### config.mk
export PLATFORM = sky130hd
export DESIGN_NAME = tx_ep_arbiter
export DESIGN_NICKNAME = d
export VERILOG_FILES = /design/src/rtl/tx_ep_arbiter_pkg.sv /design/src/rtl/tx_ep_arbiter_rr_pick.sv /design/src/rtl/tx_ep_arbiter.sv
export SDC_FILE = /design/constraint.sdc
export NUM_CORES = 1
export LEC_CHECK = 0
export CAP_MARGIN = 20
export CORE_MARGIN = 4
export CORE_UTILIZATION = 51
export CTS_CLUSTER_SIZE = 16
export DETAILED_ROUTE_END_ITERATION = 12
export PLACE_DENSITY = 0.82
export REMOVE_ABC_BUFFERS = 1
export SLEW_MARGIN = 20
export SYNTH_ARGS = -nofsm -noshare
export SYNTH_HDL_FRONTEND = slang
export SYNTH_SLANG_ARGS = --single-unit
### constraint.sdc
create_clock -name trn_clk -period 5 [get_ports trn_clk]
set_clock_uncertainty 0.2 [all_clocks]
set_input_delay 1 -clock trn_clk [delete_from_list [all_inputs] [get_ports trn_clk]]
set_output_delay 1 -clock trn_clk [all_outputs]
set_load 0.03 [all_outputs]
### src/rtl/tx_ep_arbiter_pkg.sv
// Shared definitions for the endpoint transmit-interface arbiter: FSM encoding,
// requester count limit and the fixed requester slot assignment.
package tx_ep_arbiter_pkg;

  typedef enum logic [1:0] {
    ST_IDLE     = 2'd0,
    ST_WAIT_ACK = 2'd1,
    ST_OWNED    = 2'd2
  } arb_state_e;

  localparam int N_REQ_MAX = 8;

  // Requester slots on the req_ep / my_turn / driving_interface vectors.
  localparam int REQ_INTR  = 0;
  localparam int REQ_RXDMA = 1;
  localparam int REQ_TXDMA = 2;
  localparam int REQ_CPL   = 3;

endpackage

### src/rtl/tx_ep_arbiter_rr_pick.sv
// Combinational round-robin pick: first set request bit found searching
// ptr, ptr+1, ... modulo N_REQ.
module tx_ep_arbiter_rr_pick #(
  parameter int N_REQ = 4,
  parameter int IDX_W = $clog2(N_REQ)
) (
  input  logic [N_REQ-1:0] req,
  input  logic [IDX_W-1:0] ptr,
  output logic             valid,
  output logic [IDX_W-1:0] winner
);

  logic [IDX_W-1:0] idx;

  // Scan from the farthest slot back toward ptr so the nearest request wins.
  always_comb begin
    valid  = |req;
    winner = '0;
    idx    = '0;
    for (int i = N_REQ - 1; i >= 0; i--) begin
      idx = IDX_W'((int'(ptr) + i) % N_REQ);
      if (req[idx]) winner = idx;
    end
  end

endmodule

### src/rtl/tx_ep_arbiter.sv
// Round-robin owner of the PCIe endpoint TX interface: grants one requester at
// a time, waits for it to take the interface, and holds until it lets go.
module tx_ep_arbiter
  import tx_ep_arbiter_pkg::*;
#(
  parameter int N_REQ       = 4,
  parameter int ACK_TIMEOUT = 16
) (
  input  logic                     trn_clk,
  input  logic                     reset,
  input  logic [N_REQ-1:0]         req_ep,
  input  logic [N_REQ-1:0]         driving_interface,
  output logic [N_REQ-1:0]         my_turn,
  output logic [$clog2(N_REQ)-1:0] grant_id,
  output logic                     busy,
  output logic                     arb_err
);

  localparam int IDX_W = $clog2(N_REQ);
  localparam int CNT_W = $clog2(ACK_TIMEOUT + 1);

  arb_state_e       state, state_next;
  logic [IDX_W-1:0] ptr, ptr_next, grant_next, winner;
  logic [CNT_W-1:0] cnt, cnt_next;
  logic [N_REQ-1:0] turn_next, owner_mask;
  logic             pick_valid, intruder, err_next;

  tx_ep_arbiter_rr_pick #(
    .N_REQ (N_REQ),
    .IDX_W (IDX_W)
  ) u_rr_pick (
    .req    (req_ep),
    .ptr    (ptr),
    .valid  (pick_valid),
    .winner (winner)
  );

  assign owner_mask = N_REQ'(1) << grant_id;
  assign busy       = (state != ST_IDLE);

  always_comb begin
    // NOTE: every signal driven here is defaulted first, so no path can infer a latch.
    state_next = state;
    ptr_next   = ptr;
    grant_next = grant_id;
    cnt_next   = cnt;
    turn_next  = '0;
    intruder   = (state == ST_IDLE) ? |driving_interface
                                    : |(driving_interface & ~owner_mask);
    err_next   = intruder;

    case (state)
      ST_IDLE: begin
        if (pick_valid) begin
          turn_next  = N_REQ'(1) << winner;
          grant_next = winner;
          ptr_next   = (winner == IDX_W'(N_REQ - 1)) ? '0 : winner + IDX_W'(1);
          cnt_next   = '0;
          state_next = ST_WAIT_ACK;
        end
      end
      ST_WAIT_ACK: begin
        if (driving_interface[grant_id]) begin
          state_next = ST_OWNED;
        end else begin
          cnt_next = cnt + CNT_W'(1);
          // Give up on a silent grantee; ptr has already moved past it.
          if (cnt_next == CNT_W'(ACK_TIMEOUT)) begin
            err_next   = 1'b1;
            state_next = ST_IDLE;
          end
        end
      end
      ST_OWNED: begin
        if (!driving_interface[grant_id]) state_next = ST_IDLE;
      end
      default: state_next = ST_IDLE;
    endcase
  end

  always_ff @(posedge trn_clk) begin
    // NOTE: state uses non-blocking assignments so all registers update together at the edge.
    if (reset) begin
      state    <= ST_IDLE;
      ptr      <= '0;
      grant_id <= '0;
      cnt      <= '0;
      my_turn  <= '0;
      arb_err  <= 1'b0;
    end else begin
      state    <= state_next;
      ptr      <= ptr_next;
      grant_id <= grant_next;
      cnt      <= cnt_next;
      my_turn  <= turn_next;
      arb_err  <= err_next;
    end
  end

endmodule

## After elaboration in Yosys (flattened, before gate mapping)

Index checks and enable logic that the tools add are counted.

- Add/sub/neg operators: 5
- $mul: 0
- Div/mod/pow operators: 0
- Order comparisons: 5
- Equality and inequality tests: 8
- Shift operators: 2
- Mux-type cells: 27
- Bitwise operators: 4
- Reductions and logical operators: 10

Operator list:

| operator | number |
|---|---|
| $mux 2 | 9 |
| $lt 2x3->1 const B | 5 |
| $reduce_or 4->1 | 3 |
| $bmux 1 s2 | 5 |
| $mux 5 | 2 |
| $pmux 5 s2 | 1 |
| $mux 1 | 9 |
| $shl 1x2->4 const A | 2 |
| $ne 2x2->1 const B | 3 |
| $pmux 2 s3 | 1 |
| $reduce_and 3->1 | 2 |
| $add 5x1->5 const B | 1 |
| $eq 5x5->1 const B | 1 |
| $add 2x1->2 const B | 2 |
| $add 2x2->2 const B | 2 |
| $and 4x4->4 | 1 |
| $eq 2x2->1 const B | 2 |
| $not 4->4 | 1 |
| $reduce_bool 2->1 | 2 |
| $ne 3x3->1 const B | 1 |
| $reduce_or 3->1 | 1 |
| $eq 2x1->1 const B | 1 |
| $logic_not 2->1 | 1 |
| $not 1->1 | 2 |
| $reduce_and 2->1 | 1 |

- Flip-flop bits (word level): 16
- Latch bits: 0
- RAM bits: 0
- ROM bits: 0
- Bits of input ports: 10
- Output and inout port bits: 8
- Word-level logic and storage cells: 67
- Memories kept: 0

## Logic depth before layout (Yosys ltp)

Gate-level depths: netlist of the first run.

- Depth in word-level cells: 9
- Gate-level depth with buffers: 6
- Mapped depth without buffers: 6

## By module

A second synthesis of the first run with hierarchy kept.

- Cells, all modules: 101
- Area total of the unflattened synthesis: 832.0 um^2

Modules (own cells, without submodules):

| module | instances | cells each | area an instance (um^2) |
|---|---|---|---|
| tx_ep_arbiter | 1 | 88 | 754.5 |
| tx_ep_arbiter_rr_pick | 1 | 13 | 77.6 |

## Least setup slack after synthesis of the first run

OpenSTA, ideal clock, no wires.

- Kind: in2reg
- Start point: input driving_interface[3]
- End point: register cnt[3]
- Setup time: 0.128 ns
- Arrival time: 2.077 ns
- Data required time: 4.672 ns
- Slack: 2.595 ns
- Cell stages on the path: 5
- Path buffers: 0
- Cells stage by stage: mux4_2 -> nor2_1 -> nor2_1 -> o21ai_0 -> a21oi_1

- Cells in the longest elaborated chain, start to end: 4

Ends and longest elaborated chain:

| element | line | source |
|---|---|---|
| start, declared | tx_ep_arbiter.sv:12 | `input logic [N_REQ-1:0] driving_interface,` |
| $bmux 1 s2 | tx_ep_arbiter.sv:63 | `if (driving_interface[grant_id]) begin` |
| $mux 1 (not written as such) | tx_ep_arbiter.sv:63 |  |
| $ne 2x2->1 (no line) | - |  |
| $reduce_and 3->1 (no line) | - |  |
| end signal, assigned | tx_ep_arbiter.sv:94 | `cnt <= cnt_next;` |
| end, declared | tx_ep_arbiter.sv:24 | `logic [CNT_W-1:0] cnt, cnt_next;` |

Every way passes these cells. The select of a mux whose other input is x is not followed.
A chain may end at the register's enable or synchronous reset.

## Final worst setup path of the first run

Same ends and word-level chain as after synthesis.

==> results.json, run 1 <==
{
  "routed_wl_um": 1750,
  "antenna_found_initial": 0,
  "gr-usage-all-layers": 0.194,
  "synth_cell_type_count": 33,
  "synth_top_cell_by_area": "dfxtp_1",
  "antenna_left": 0,
  "clock-sinks": 16,
  "synthToLayoutAreaGrowth_pct": 26.8,
  "cts_root_buf": "clkbuf_4",
  "place.gp.congestion": 0.851,
  "timing.slew.headroom": 0.577,
  "cts_tree": "yes",
  "fillerInstances": 96,
  "pre_cts_ws_ns": 1.98,
  "via_count": 746,
  "die_h_um": 47.4,
  "yosys_register_bits": 16,
  "clkPwrFrac": 0.244,
  "timing.final.crit_share": 0.545,
  "holdWs_ns": 0.326,
  "max_freq_mhz": 367,
  "p_leak_nw": 0.369,
  "setup_ws_ns": 2.28,
  "placementRows": 13,
  "placed_area_um2": 970,
  "grtUsageMet2": 0.326,
  "gr-total-overflow": 0,
  "multi_input_area_um2": 453,
  "cts_hold_repair.buffers": 0,
  "internal_power_mw": 0.233,
  "synth_edf_count": 0,
  "pwr-share-comb": 0.313,
  "busiest_layer": "met2",
  "tightestPinTransition_ns": 0.629,
  "dp_hpwl_um": 1400,
  "cp.required_ns": 4.96,
  "die_area_um2": 2250,
  "p_switching_mw": 0.116,
  "setup_viol_count_final": 0,
  "synth_flop_cell": "dfxtp_1",
  "post_drt_wl_per_cell_um": 13.5,
  "seq_power_share": 0.442,
  "cts_buffers": 3,
  "irDropWorstVdd_mv": 0.219,
  "arrival_ns": 2.69,
  "clockBufferDepth": 2,
  "timing.final.crit_period_ns": 2.72,
  "first_global_vias": 755,
  "end_kind": "flip-flop",
  "final_cell_mix": "17 x nor2_1, 17 x clkdlybuf4s50_1, 16 x dfxtp_1",
  "grt_use_met3": 0.0451,
  "hold_viol_final": 0,
  "hp-class": "reg2reg",
  "cp-start-kind": "input port",
  "post_cts_buffers": 0,
  "drive_gt1_frac": 0.0783,
  "cp_max_fo": 6,
  "cp-startpoint": "driving_interface[3]",
  "status": "finished clean",
  "grt_use_met1": 0.234,
  "slew_violations": 0,
  "rsz0062_at_grt": "no",
  "first_iter_violations": 17,
  "yosys-top-cells-area": "dfxtp_1 40%, nor2_1 8.0%, a21oi_1 7.6%",
  "diodes": 0,
  "seq_area_um2": 320,
  "initial_core_util": 0.574,
  "r2r_end": "cnt[3]$_SDFFE_PP0P_",
  "die_width_um": 47.4,
  "synthCells": 96,
  "r2r_slack_ns": 2.93,
  "synth_top_area_frac": 0.404,
  "cap_violations": 0,
  "yosysSeqAreaShare": 0.404,
  "core_area_um2": 1380,
  "cts.repair.resized": 0,
  "hp-start": "grant_id[1]$_SDFFE_PP0P_",
  "dp.cells": 126,
  "powerDensity_nw_per_um2": 347,
  "final_nets": 127,
  "cts.htree.levels": 1,
  "port_buffers": 17,
  "fin_cells": 130,
  "grt_max_degree": 15,
  "total_power_mw": 0.349,
  "ios": 18,
  "endpoint": "cnt[3]$_SDFFE_PP0P_",
  "fin_util": 0.728,
  "clk_latency_ns": 0.28,
  "drt_pass1_iterations": 5,
  "synth_warnings": 0,
  "p_sw_frac": 0.332,
  "grt_pass1_wl_um": 3080,
  "reg2reg_from": "grant_id[0]$_SDFFE_PP0P_",
  "stdcell_area_um2": 1010,
  "drc_errors": 0,
  "path_class": "in2reg",
  "min_path_cells": 2,
  "via_per_inst": 5.74,
  "avgSynthCellArea_um2": 8.26,
  "clk_pin_slew_worst_paths_ns": 0.10,
  "synthesis.area_um2": 793,
  "reg2reg_depth": 5,
  "async_reset_ff_frac": 0,
  "setup_tns_ns": 0
}
worst min path at each step:
| stage | endpoint | slack (ns) |
|---|---|---|
| 6_report | grant_id[1]$_SDFFE_PP0P_ | 0.33 |
| 3_5_place_dp | grant_id[1]$_SDFFE_PP0P_ | 0.31 |
| 2_1_floorplan | cnt[3]$_SDFFE_PP0P_ | 0.28 |
| 3_3_place_gp | grant_id[1]$_SDFFE_PP0P_ | 0.30 |
| 5_1_grt | grant_id[1]$_SDFFE_PP0P_ | 0.36 |
| 4_1_cts | grant_id[1]$_SDFFE_PP0P_ | 0.33 |
flip-flops by register name, indices dropped and copies added (netlist names):
name / count
cnt: 5
my_turn: 4
state: 2
arb_err: 1
ptr: 2
grant_id: 2
Yosys cell counts, drive strengths merged, types with 2 or more instances:
cell type / instances
mux2: 2
nand2b: 3
xnor2: 2
a21oi: 12
nand2: 10
a211oi: 2
dfxtp: 16
o22ai: 2
nor2: 17
nor3: 4
o21ai: 2
nand3b: 2
inv: 2
nand3: 2
power by group through the flow:
stage	sequential (mW)	combinational, mW	clock, mW
4_1_cts	0.154	0.110	0.0868
2_1_floorplan	0.166	0.0600	0
6_report	0.154	0.110	0.0854
5_1_grt	0.156	0.121	0.0938
3_3_place_gp	0.156	0.107	0
3_5_place_dp	0.157	0.110	0
layer usage:
layer,share of wire,up-vias
met5,0,-
met2,0.50,17
li1,-,388
met1,0.45,341
met3,0.052,0
met4,0,0
critical path, stage by stage:
cell             delay, ns
clkdlybuf4s50_1       0.43
mux4_2                0.55
nor2_1                0.29
nor2_1                0.14
o21ai_0               0.20
a21oi_1               0.08
kinds of logic after synthesis:
logic type               after synthesis  synth area share
buffers and inverters                  4            0.0252
multiplexers                           4            0.0694
flip-flops                            16             0.404
AND/OR/NAND/NOR                       45             0.276
AO/OA/AOI/OAI                         24             0.188
adder cells (fa/ha/maj)                1            0.0158
XOR/XNOR                               2            0.0221
cell type report:
cell class                      count  area share
Sequential cell                    16       0.318
Tap cell                           15      0.0187
Inverter                            2     0.00746
Multi-Input combinational cell     76       0.450
Clock buffer                        4      0.0361
Timing Repair Buffer               17       0.169
(Power assumes the default switching activity.)
==> run 2, diff against run 1 <==
--- a/config.mk
+++ b/config.mk
@@ -7,10 +7,10 @@
 export LEC_CHECK = 0
 export CAP_MARGIN = 20
 export CORE_MARGIN = 4
-export CORE_UTILIZATION = 51
+export CORE_UTILIZATION = 47
 export CTS_CLUSTER_SIZE = 16
 export DETAILED_ROUTE_END_ITERATION = 12
-export PLACE_DENSITY = 0.82
+export PLACE_DENSITY = 0.76
 export REMOVE_ABC_BUFFERS = 1
 export SLEW_MARGIN = 20
 export SYNTH_ARGS = -nofsm -noshare
==> constraint.sdc (replaced) <==
create_clock -name trn_clk -period 2.6 [get_ports trn_clk]
set_clock_uncertainty 0.2 [all_clocks]
set_input_delay 0.52 -clock trn_clk [delete_from_list [all_inputs] [get_ports trn_clk]]
set_output_delay 0.52 -clock trn_clk [all_outputs]
set_load 0.03 [all_outputs]
==> run 2 against run 1 <==
- clock power up 48%
- clock-buffer cell count down 1
- worst hold slack about the same
- cell area up 1.0%
- final cell count up 2.3%
- combinational power up 100%
- critical path depth down 3
- core utilization down 7.6 points
- worst setup slack worse by 1.9 ns
- routed wire length down 1.6%
- global-route usage down 3.2 points
- via count up 2.7%
- largest power group unchanged
==> results.json, run 2 (synthesis gave the netlist of run 1 again) <==
{
  "slew_violations": 0,
  "gr-usage-all-layers": 0.161,
  "cp_top_family": "buffers and inverters",
  "largest_register": "cnt",
  "p_leak_nw": 0.376,
  "timing.slew.headroom": 0.762,
  "arrival_ns": 1.55,
  "tightestPinTransition_ns": 0.356,
  "drive_gt1_frac": 0.0940,
  "fin_cells": 133,
  "antenna_found_initial": 0,
  "end_kind": "primary output",
  "final_nets": 130,
  "via_count": 766,
  "grt_max_degree": 13,
  "diodes": 0,
  "largest_register_ffs": 5,
  "post_cts_buffers": 0,
  "die_area_um2": 2410,
  "place.gp.congestion": 0.754,
  "reg_top3": "cnt: 5 flops, my_turn: 4 flops",
  "clock-sinks": 16,
  "hp-start": "grant_id[1]$_SDFFE_PP0P_",
  "r2r_end": "cnt[2]$_SDFFE_PP0P_",
  "hold_viol_final": 0,
  "setup_tns_ns": 0,
  "post_drt_wl_per_cell_um": 12.9,
  "powerDensity_nw_per_um2": 631,
  "die_h_um": 49.1,
  "port_buffers": 17,
  "setup_ws_ns": 0.328,
  "final_cell_mix": "17 x nor2_1, 17 x clkdlybuf4s50_1, 16 x dfxtp_1",
  "max_stage_delay_ns": 0.60,
  "pre_cts_ws_ns": 0.143,
  "cts_hold_repair.buffers": 0,
  "routed_wl_um": 1720,
  "drt_pass1_iterations": 4,
  "min_path_cells": 2,
  "cp.required_ns": 1.88,
  "antenna_left": 0,
  "drc_errors": 0,
  "path_class": "reg2out",
  "cts.repair.resized": 0,
  "clk_pin_slew_worst_paths_ns": 0.09,
  "rsz0062_at_grt": "no",
  "grt_pass1_wl_um": 3020,
  "core_area_um2": 1560,
  "fin_util": 0.652,
  "hold_path_end": "grant_id[1]$_SDFFE_PP0P_",
  "reg2reg_from": "grant_id[0]$_SDFFE_PP0P_",
  "synthToLayoutAreaGrowth_pct": 28.1,
  "timing.final.crit_period_ns": 2.27,
  "via_per_inst": 5.76,
  "cts_tree": "yes",
  "placementRows": 14,
  "gr-total-overflow": 0,
  "crit_buf_inv": 2,
  "dp.cells": 130,
  "dp_hpwl_um": 1300,
  "irDropWorstVdd_mv": 0.525,
  "slowest_stage": "clkdlybuf4s50_1",
  "setup_viol_count_final": 0,
  "placed_area_um2": 993,
  "crit_chain": "nor2_1, inv_1, clkdlybuf4s50_1",
  "reg2reg_depth": 5,
  "first_iter_violations": 10,
  "cts_buffers": 3,
  "die_width_um": 49.1,
  "cts.htree.levels": 1,
  "hp-class": "reg2reg",
  "ios": 18,
  "cp-start-kind": "flip-flop",
  "cp_max_fo": 4,
  "cap_violations": 0,
  "r2r_slack_ns": 0.63,
  "initial_core_util": 0.509,
  "status": "finished clean",
  "clk_latency_ns": 0.28,
  "max_freq_mhz": 440,
  "first_global_vias": 700,
  "timing.final.crit_share": 0.874,
  "clockBufferDepth": 2,
  "cts_root_buf": "clkbuf_4",
  "stdcell_area_um2": 1020
}
run 2: cell types whose count changed in the layout (fill, tap and decap cells not counted):
cell and delta:
buf_4 +3, clkbuf_8 -1
run 2: area by class of cell:
class	instances	area, um^2
fillers	141	543
multi-input cells	76	453
flip-flops and latches	16	320
repair buffers	20	193
clock buffers	3	22.5
well taps	16	20.0
inverters	2	7.51
run 2: how the worst max path moves through the flow:
stage | start | to | slack (ns) | depth (start not counted)
after floorplan | grant_id[0]$_SDFFE_PP0P_ | cnt[3]$_SDFFE_PP0P_ | 0.54 | 5
after global placement | driving_interface[3] | cnt[2]$_SDFFE_PP0P_ | 0.23 | 6
after detailed placement | driving_interface[3] | cnt[2]$_SDFFE_PP0P_ | 0.14 | 6
after CTS | state[0]$_SDFFE_PP0P_ | busy | 0.31 | 3
after global routing | state[0]$_SDFFE_PP0P_ | busy | 0.20 | 3
final | state[0]$_SDFFE_PP0P_ | busy | 0.33 | 3
run 2: power breakdown:
group | internal (mW) | switching [mW] | leakage [nW] | total [mW]
Clock | 0.0538 | 0.0725 | 0.0138 | 0.126
Combinational | 0.101 | 0.119 | 0.231 | 0.220
Sequential | 0.270 | 0.0243 | 0.131 | 0.294
Total | 0.425 | 0.216 | 0.376 | 0.641
run 2: per-stage QoR:
stage | hold slack, ns | total power, mW
floorplan | 0.282 | 0.435
global placement | 0.304 | 0.515
detailed placement | 0.301 | 0.519
CTS | 0.324 | 0.648
global route | 0.360 | 0.686
finish | 0.326 | 0.641
run 2: tightest hold or removal path, delay by kind of cell (launching register included):
kind | cells | cell delay (ns)
compound gates | 1 | 0.05
flops | 1 | 0.36
simple gates | 1 | 0.07
run 2: layer usage:
layer / track usage / up-vias / routed length, um / part of all wire
met1: 0.200 / 356 / 789 / 0.46
li1: - / 390 / - / -
met4: 0.0569 / 0 / 22 / 0.013
met2: 0.248 / 18 / 826 / 0.48
met5: 0 / - / 0 / 0
met3: 0.0673 / 2 / 83 / 0.048
==> run 3, diff against run 2 <==
==> constraint.sdc (replaced) <==
create_clock -name trn_clk -period 2.6 [get_ports trn_clk]
set_clock_uncertainty 0.2 [all_clocks]
set_input_delay 0.52 -clock trn_clk [delete_from_list [all_inputs] [get_ports trn_clk]]
set_output_delay 0.52 -clock trn_clk [all_outputs]
set_load 0.02 [all_outputs]
==> results of run 3 <==
Same layout as run 2 (identical final DEF). Status: finished clean.
Among the figures that moved: setup slack after layout 0.328 ns -> 0.383 ns; total power 0.641 mW -> 0.629 mW; worst IR drop on VDD 0.525 mV -> 0.510 mV
